## config.mk

```make
export PLATFORM = sky130hd
export DESIGN_NAME = booth_seq_ctrl
export DESIGN_NICKNAME = d
export VERILOG_FILES = /design/src/rtl/booth_seq_ctrl.sv
export SDC_FILE = /design/constraint.sdc
export NUM_CORES = 1
export LEC_CHECK = 0
export ABC_AREA = 0
export CAP_MARGIN = 20
export CORE_MARGIN = 2
export CORE_UTILIZATION = 45
export CTS_CLUSTER_SIZE = 40
export DETAILED_ROUTE_END_ITERATION = 6
export PLACE_DENSITY_LB_ADDON = 0.12
export SETUP_SLACK_MARGIN = 0.5
export SLEW_MARGIN = 20
export SYNTH_ARGS = -nofsm -noshare
export SYNTH_HDL_FRONTEND = slang
export SYNTH_SLANG_ARGS = --single-unit
```

## constraint.sdc

```tcl
create_clock -name clk -period 3.3 [get_ports clk]
set_input_delay 0.33 -clock clk [delete_from_list [all_inputs] [get_ports clk]]
set_output_delay 0.33 -clock clk [all_outputs]
set_load 0.005 [all_outputs]
```

## src/rtl/booth_seq_ctrl.sv

```systemverilog
// Iterative radix-2 Booth multiplier controller: one add/sub-and-shift step per cycle
// over a shared (WIDTH+1)-bit datapath, with request/acknowledge on both sides.
module booth_seq_ctrl #(
   parameter int unsigned WIDTH = 8
) (
   input  logic                 clk,
   input  logic                 rst_n,
   input  logic                 in_req,
   output logic                 in_ack,
   input  logic [WIDTH-1:0]     multiplicand,
   input  logic [WIDTH-1:0]     multiplier,
   output logic                 out_req,
   input  logic                 out_ack,
   output logic [2*WIDTH-1:0]   product,
   output logic                 busy
);

   localparam int unsigned AW = WIDTH + 1;
   localparam int unsigned PW = 2 * WIDTH;
   localparam int unsigned CW = (WIDTH > 1) ? $clog2(WIDTH) : 1;

   typedef enum logic [1:0] {
      S_IDLE = 2'd0,
      S_CALC = 2'd1,
      S_DONE = 2'd2
   } state_t;

   state_t          state_q, state_d;
   logic [AW-1:0]   a_q, a_d;
   logic [WIDTH-1:0] q_q, q_d;
   logic [WIDTH-1:0] m_q, m_d;
   logic            q1_q, q1_d;
   logic [CW-1:0]   cnt_q, cnt_d;
   logic [PW-1:0]   product_q, product_d;

   logic [1:0]      sel_c;
   logic            sub_c;
   logic [AW-1:0]   addend_c;
   logic [AW-1:0]   sum_c;
   logic            last_c;

   // Shared add/subtract: subtraction is A + ~sext(M) + 1
   always_comb begin
      sel_c    = {q_q[0], q1_q};
      sub_c    = (sel_c == 2'b10);
      addend_c = {m_q[WIDTH-1], m_q};
      if (sub_c) begin
         addend_c = ~addend_c;
      end
      sum_c = a_q;
      if (sel_c == 2'b01 || sel_c == 2'b10) begin
         sum_c = a_q + addend_c + AW'(sub_c);
      end
      last_c = (cnt_q == CW'(WIDTH - 1));
   end

   always_ff @(posedge clk or negedge rst_n) begin
      if (!rst_n) begin
         state_q <= S_IDLE;
      end else begin
         state_q <= state_d;
      end
   end

   always_comb begin
      state_d = state_q;
      case (state_q)
         S_IDLE:  if (in_req) state_d = S_CALC;
         S_CALC:  if (last_c) state_d = S_DONE;
         S_DONE:  if (out_ack) state_d = S_IDLE;
         default: state_d = S_IDLE;
      endcase
   end

   // Datapath next-state: load on accept, Booth step + arithmetic shift in CALC
   always_comb begin
      a_d       = a_q;
      q_d       = q_q;
      m_d       = m_q;
      q1_d      = q1_q;
      cnt_d     = cnt_q;
      product_d = product_q;
      case (state_q)
         S_IDLE: begin
            if (in_req) begin
               a_d   = '0;
               q_d   = multiplier;
               m_d   = multiplicand;
               q1_d  = 1'b0;
               cnt_d = '0;
            end
         end
         S_CALC: begin
            a_d   = {sum_c[AW-1], sum_c[AW-1:1]};
            q_d   = {sum_c[0], q_q[WIDTH-1:1]};
            q1_d  = q_q[0];
            cnt_d = cnt_q + CW'(1);
            if (last_c) begin
               product_d = {sum_c, q_q[WIDTH-1:1]};
            end
         end
         default: ;
      endcase
   end

   always_ff @(posedge clk or negedge rst_n) begin
      if (!rst_n) begin
         a_q       <= '0;
         q_q       <= '0;
         m_q       <= '0;
         q1_q      <= 1'b0;
         cnt_q     <= '0;
         product_q <= '0;
      end else begin
         a_q       <= a_d;
         q_q       <= q_d;
         m_q       <= m_d;
         q1_q      <= q1_d;
         cnt_q     <= cnt_d;
         product_q <= product_d;
      end
   end

   // Handshake outputs decode the state register only
   always_comb begin
      in_ack  = (state_q == S_IDLE);
      out_req = (state_q == S_DONE);
      busy    = (state_q != S_IDLE);
      product = product_q;
   end

endmodule

```

==> flow_summary.ini <==
[sta]
fin_skew_ns = 0.007832
max-slew-margin-rel_pct = 47.82
grt_setup_unrepaired = no
maxClockFrequency_mhz = 396.9
maxSlewViolCount = 0
hold_viol_final = 0
final_period_minus_worst_setup_slack_ns = 2.520
totalNegativeSetupSlack_ns = 0
final_min_period_over_clock_period_pct = 76.36
setup_ws_ns = 0.7802
finalSetupViolCount = 0
timing_worst_slew_pin_value_ns = 0.7809

[clock_tree]
numCtsBuffers = 5
cts-hold-fix-buffers = 0
clkLatencyLatePin_ns = 0.30
htree_num_levels = 2
max_root_sink_buffers = 2
clk_pin_slew_ns = 0.08
tritoncts_num_sinks = 46
clock-root-buffer = sky130_fd_sc_hd__clkbuf_8
tritoncts = done

[job]
maxCapViolCount = 0

[grt]
globalRoute.totalOverflow = 0
grt_pass1_vias = 1737
grt_pass1_wl_mm = 8.735
grtUsageTotal_pct = 18.53
grt_start_max_net_pins = 47
antenna_found_initial = 0

[pwr]
ir_worst_vdd_uv = 470.6
leakage_nw = 1.339
power_density_mw_per_mm2 = 1215

[floorplan]
die_y_um = 77.75
initial_core_utilization_pct = 47.31
die_width_um = 77.75
fp.coreArea_mm2 = 0.005172
dieArea_mm2 = 0.006044
site_rows = 26
pin_count = 39

[critical_path]
worst-endpoint-arrival_ns = 2.71
critPathMaxFanout = 8
critPathMaxStageDelay_ns = 0.42
timing.critical_path.cells = ha_2 -> mux2_4 -> fa_1 -> a21o_1 -> a31oi_1 -> mux2i_1 -> a31oi_1 -> a21o_1
critical_path_required_ns = 3.49
startpoint_type = register
worst-setup-path-type = reg -> reg
crit_slowest_cell = sky130_fd_sc_hd__fa_1
cp-end-kind = register

[synthesis]
mappedNetlistArea_mm2 = 0.002447
synth_most_common_cell = sky130_fd_sc_hd__nand2_1
number_of_synthesized_flops_with_an_enable_pin = 0
ys_async_sr_fraction_pct = 100.0
yosys_most_used_dff = sky130_fd_sc_hd__dfrtp_1
synth_warnings = 0
avgSynthCellArea_um2 = 10.07
synth_nets = 274
syn-instance-count = 243
sequential_share_of_the_synthesized_area_pct = 47.03
most_instantiated_cells_after_synthesis = sky130_fd_sc_hd__nand2_1 (54), sky130_fd_sc_hd__dfrtp_1 (46), sky130_fd_sc_hd__o21ai_0 (15), sky130_fd_sc_hd__nor2_1 (11)
netlist-cell-type-count = 45
post_synth_main_area_contributors = sky130_fd_sc_hd__dfrtp_1 (47%), sky130_fd_sc_hd__nand2_1 (8.3%), sky130_fd_sc_hd__ha_1 (5.1%)
synth_largest_area_cell = sky130_fd_sc_hd__dfrtp_1
ys_ff_latch = 46
area_fraction_of_the_dominant_cell_type_after_synthesis_pct = 47.03

[drt]
first_pass_iters = 4
route.detailed.vias_per_inst = 5.201
drt_drc_violations_left = 0
wire_per_inst_um = 14.52
routed_wirelength_mm = 5.052
antenna_left = 0
drt_iter0_drc = 96
num_vias = 1810

[layout]
design_area_mm2 = 0.002928
fin_nets = 308
antenna_cells = 0
drive_gt1_share_pct = 10.07
flow.area_growth_from_synthesis_pct = 19.63

[place]
placement.setup.worst_slack_ns = 0.6981
dp_wirelength_mm = 3.474
dpl-instance-area_mm2 = 0.002831
quantity_of_i_o_buffers_inserted_on_ports = 38
gp_routability_congestion = 0.8665

[status]
outcome = complete, no violations

[min_path]
hp-class = in -> async
## cell type report
cell class	instances	area [µm²]
Fill cell	469	2245
Multi-Input combinational cell	179	1179
Sequential cell	46	1151
Timing Repair Buffer	42	407.9
Tap cell	70	87.58
Clock buffer	7	86.33
Inverter	3	11.26
Clock inverter	1	5.005
## placed cells by master, fill, tap and decap left out, types with 2 or more instances in the layout
master and count:
sky130_fd_sc_hd__nor3_1 2, sky130_fd_sc_hd__nand2_1 54, sky130_fd_sc_hd__buf_4 5, sky130_fd_sc_hd__dfrtp_1 46, sky130_fd_sc_hd__nor2b_1 2, sky130_fd_sc_hd__clkbuf_8 6
sky130_fd_sc_hd__o21ai_0 15, sky130_fd_sc_hd__a21oi_1 10, sky130_fd_sc_hd__o211ai_1 2, sky130_fd_sc_hd__a21o_1 4, sky130_fd_sc_hd__inv_1 3, sky130_fd_sc_hd__ha_1 9
sky130_fd_sc_hd__nor3b_1 4, sky130_fd_sc_hd__xor2_1 9, sky130_fd_sc_hd__clkdlybuf4s50_1 37, sky130_fd_sc_hd__mux2_2 9, sky130_fd_sc_hd__nand2b_1 2, sky130_fd_sc_hd__a22o_1 4
sky130_fd_sc_hd__mux2i_1 5, sky130_fd_sc_hd__and2_1 2, sky130_fd_sc_hd__nor4b_1 2, sky130_fd_sc_hd__xnor2_1 3, sky130_fd_sc_hd__a31oi_1 10, sky130_fd_sc_hd__nor2_1 11
## critical path: cells and delay by family, from the launching register on
family	cells	cell delay [ns]
AOI/OAI and AO/OA	4	0.72
muxes	2	0.57
adders and majority gates	2	0.70
DFF	1	0.41
## metrics by stage
step / utilization (%) / hold slack (ns) / std cells / total power (W)
floorplan: - / 0.03441 / 243 / 0.002716
CTS: 56.51 / 0.2466 / 348 / 0.003579
global placement: 54.74 / 0.4627 / 340 / 0.003176
finish: 56.60 / 0.02149 / 348 / 0.003559
detailed placement: 54.74 / 0.4685 / 340 / 0.003201
global route: 56.60 / 0.07200 / 348 / 0.003894
## cells by family (layout without fill, tap and decap cells)
group | count (synthesis) | in the layout | synth area share (%)
compound gates | 56 | 56 | 15.44
xor+xnor | 12 | 12 | 4.295
fa+ha+maj | 11 | 11 | 5.931
buf+inv | 18 | 53 | 4.908
flops | 46 | 46 | 47.03
mux | 15 | 15 | 6.800
simple gates | 85 | 85 | 15.59
## registers in the layout (all words and copies together), names as in the netlist
signal / count
q1_q: 1
cnt_q: 3
q_q: 8
product: 16
state_q: 2
m_q: 8
a_q: 8
## layer usage
layer  global-route usage (%)  vias to the layer above  part of all wire [%]  routed length, µm
li1                         -                      916                     -                  -
met1                    27.07                      848                    51               2556
met2                    27.41                       39                    44               2244
met3                    3.953                        7                   3.6                184
met4                    5.893                        0                   1.3                 67
met5                        0                        -                     0                  0
## final timing paths
kind	from	endpoint	slack [ns]	cells after the start
max	q_q[0]	product[13]	0.78	8
min	rst_n	cnt_q[0]	0.02	1
max reg2reg	q_q[0]	product[13]	0.78	8
min reg2reg	product[10]	product[10]	0.48	2
max in group asynchronous	rst_n	m_q[6]	2.88	1
min in group clk	product[10]	product[10]	0.48	2
## repair_timing
| action | CTS | global route |
|---|---|---|
| setup buffers | 0 | 0 |
| gates resized for setup | 0 | 1 |
| endpoints found under the setup margin | 0 | 1 |
## power by group
part | internal [W] | leakage [nW] | total, W | switching, W
registers | 0.000844 | 0.564 | 0.00104 | 0.000197
clock network | 0.000169 | 0.0482 | 0.000356 | 0.000187
logic | 0.00105 | 0.727 | 0.00216 | 0.00112
total | 0.00206 | 1.34 | 0.00356 | 0.00150
Power figures use the tool's default switching activity.
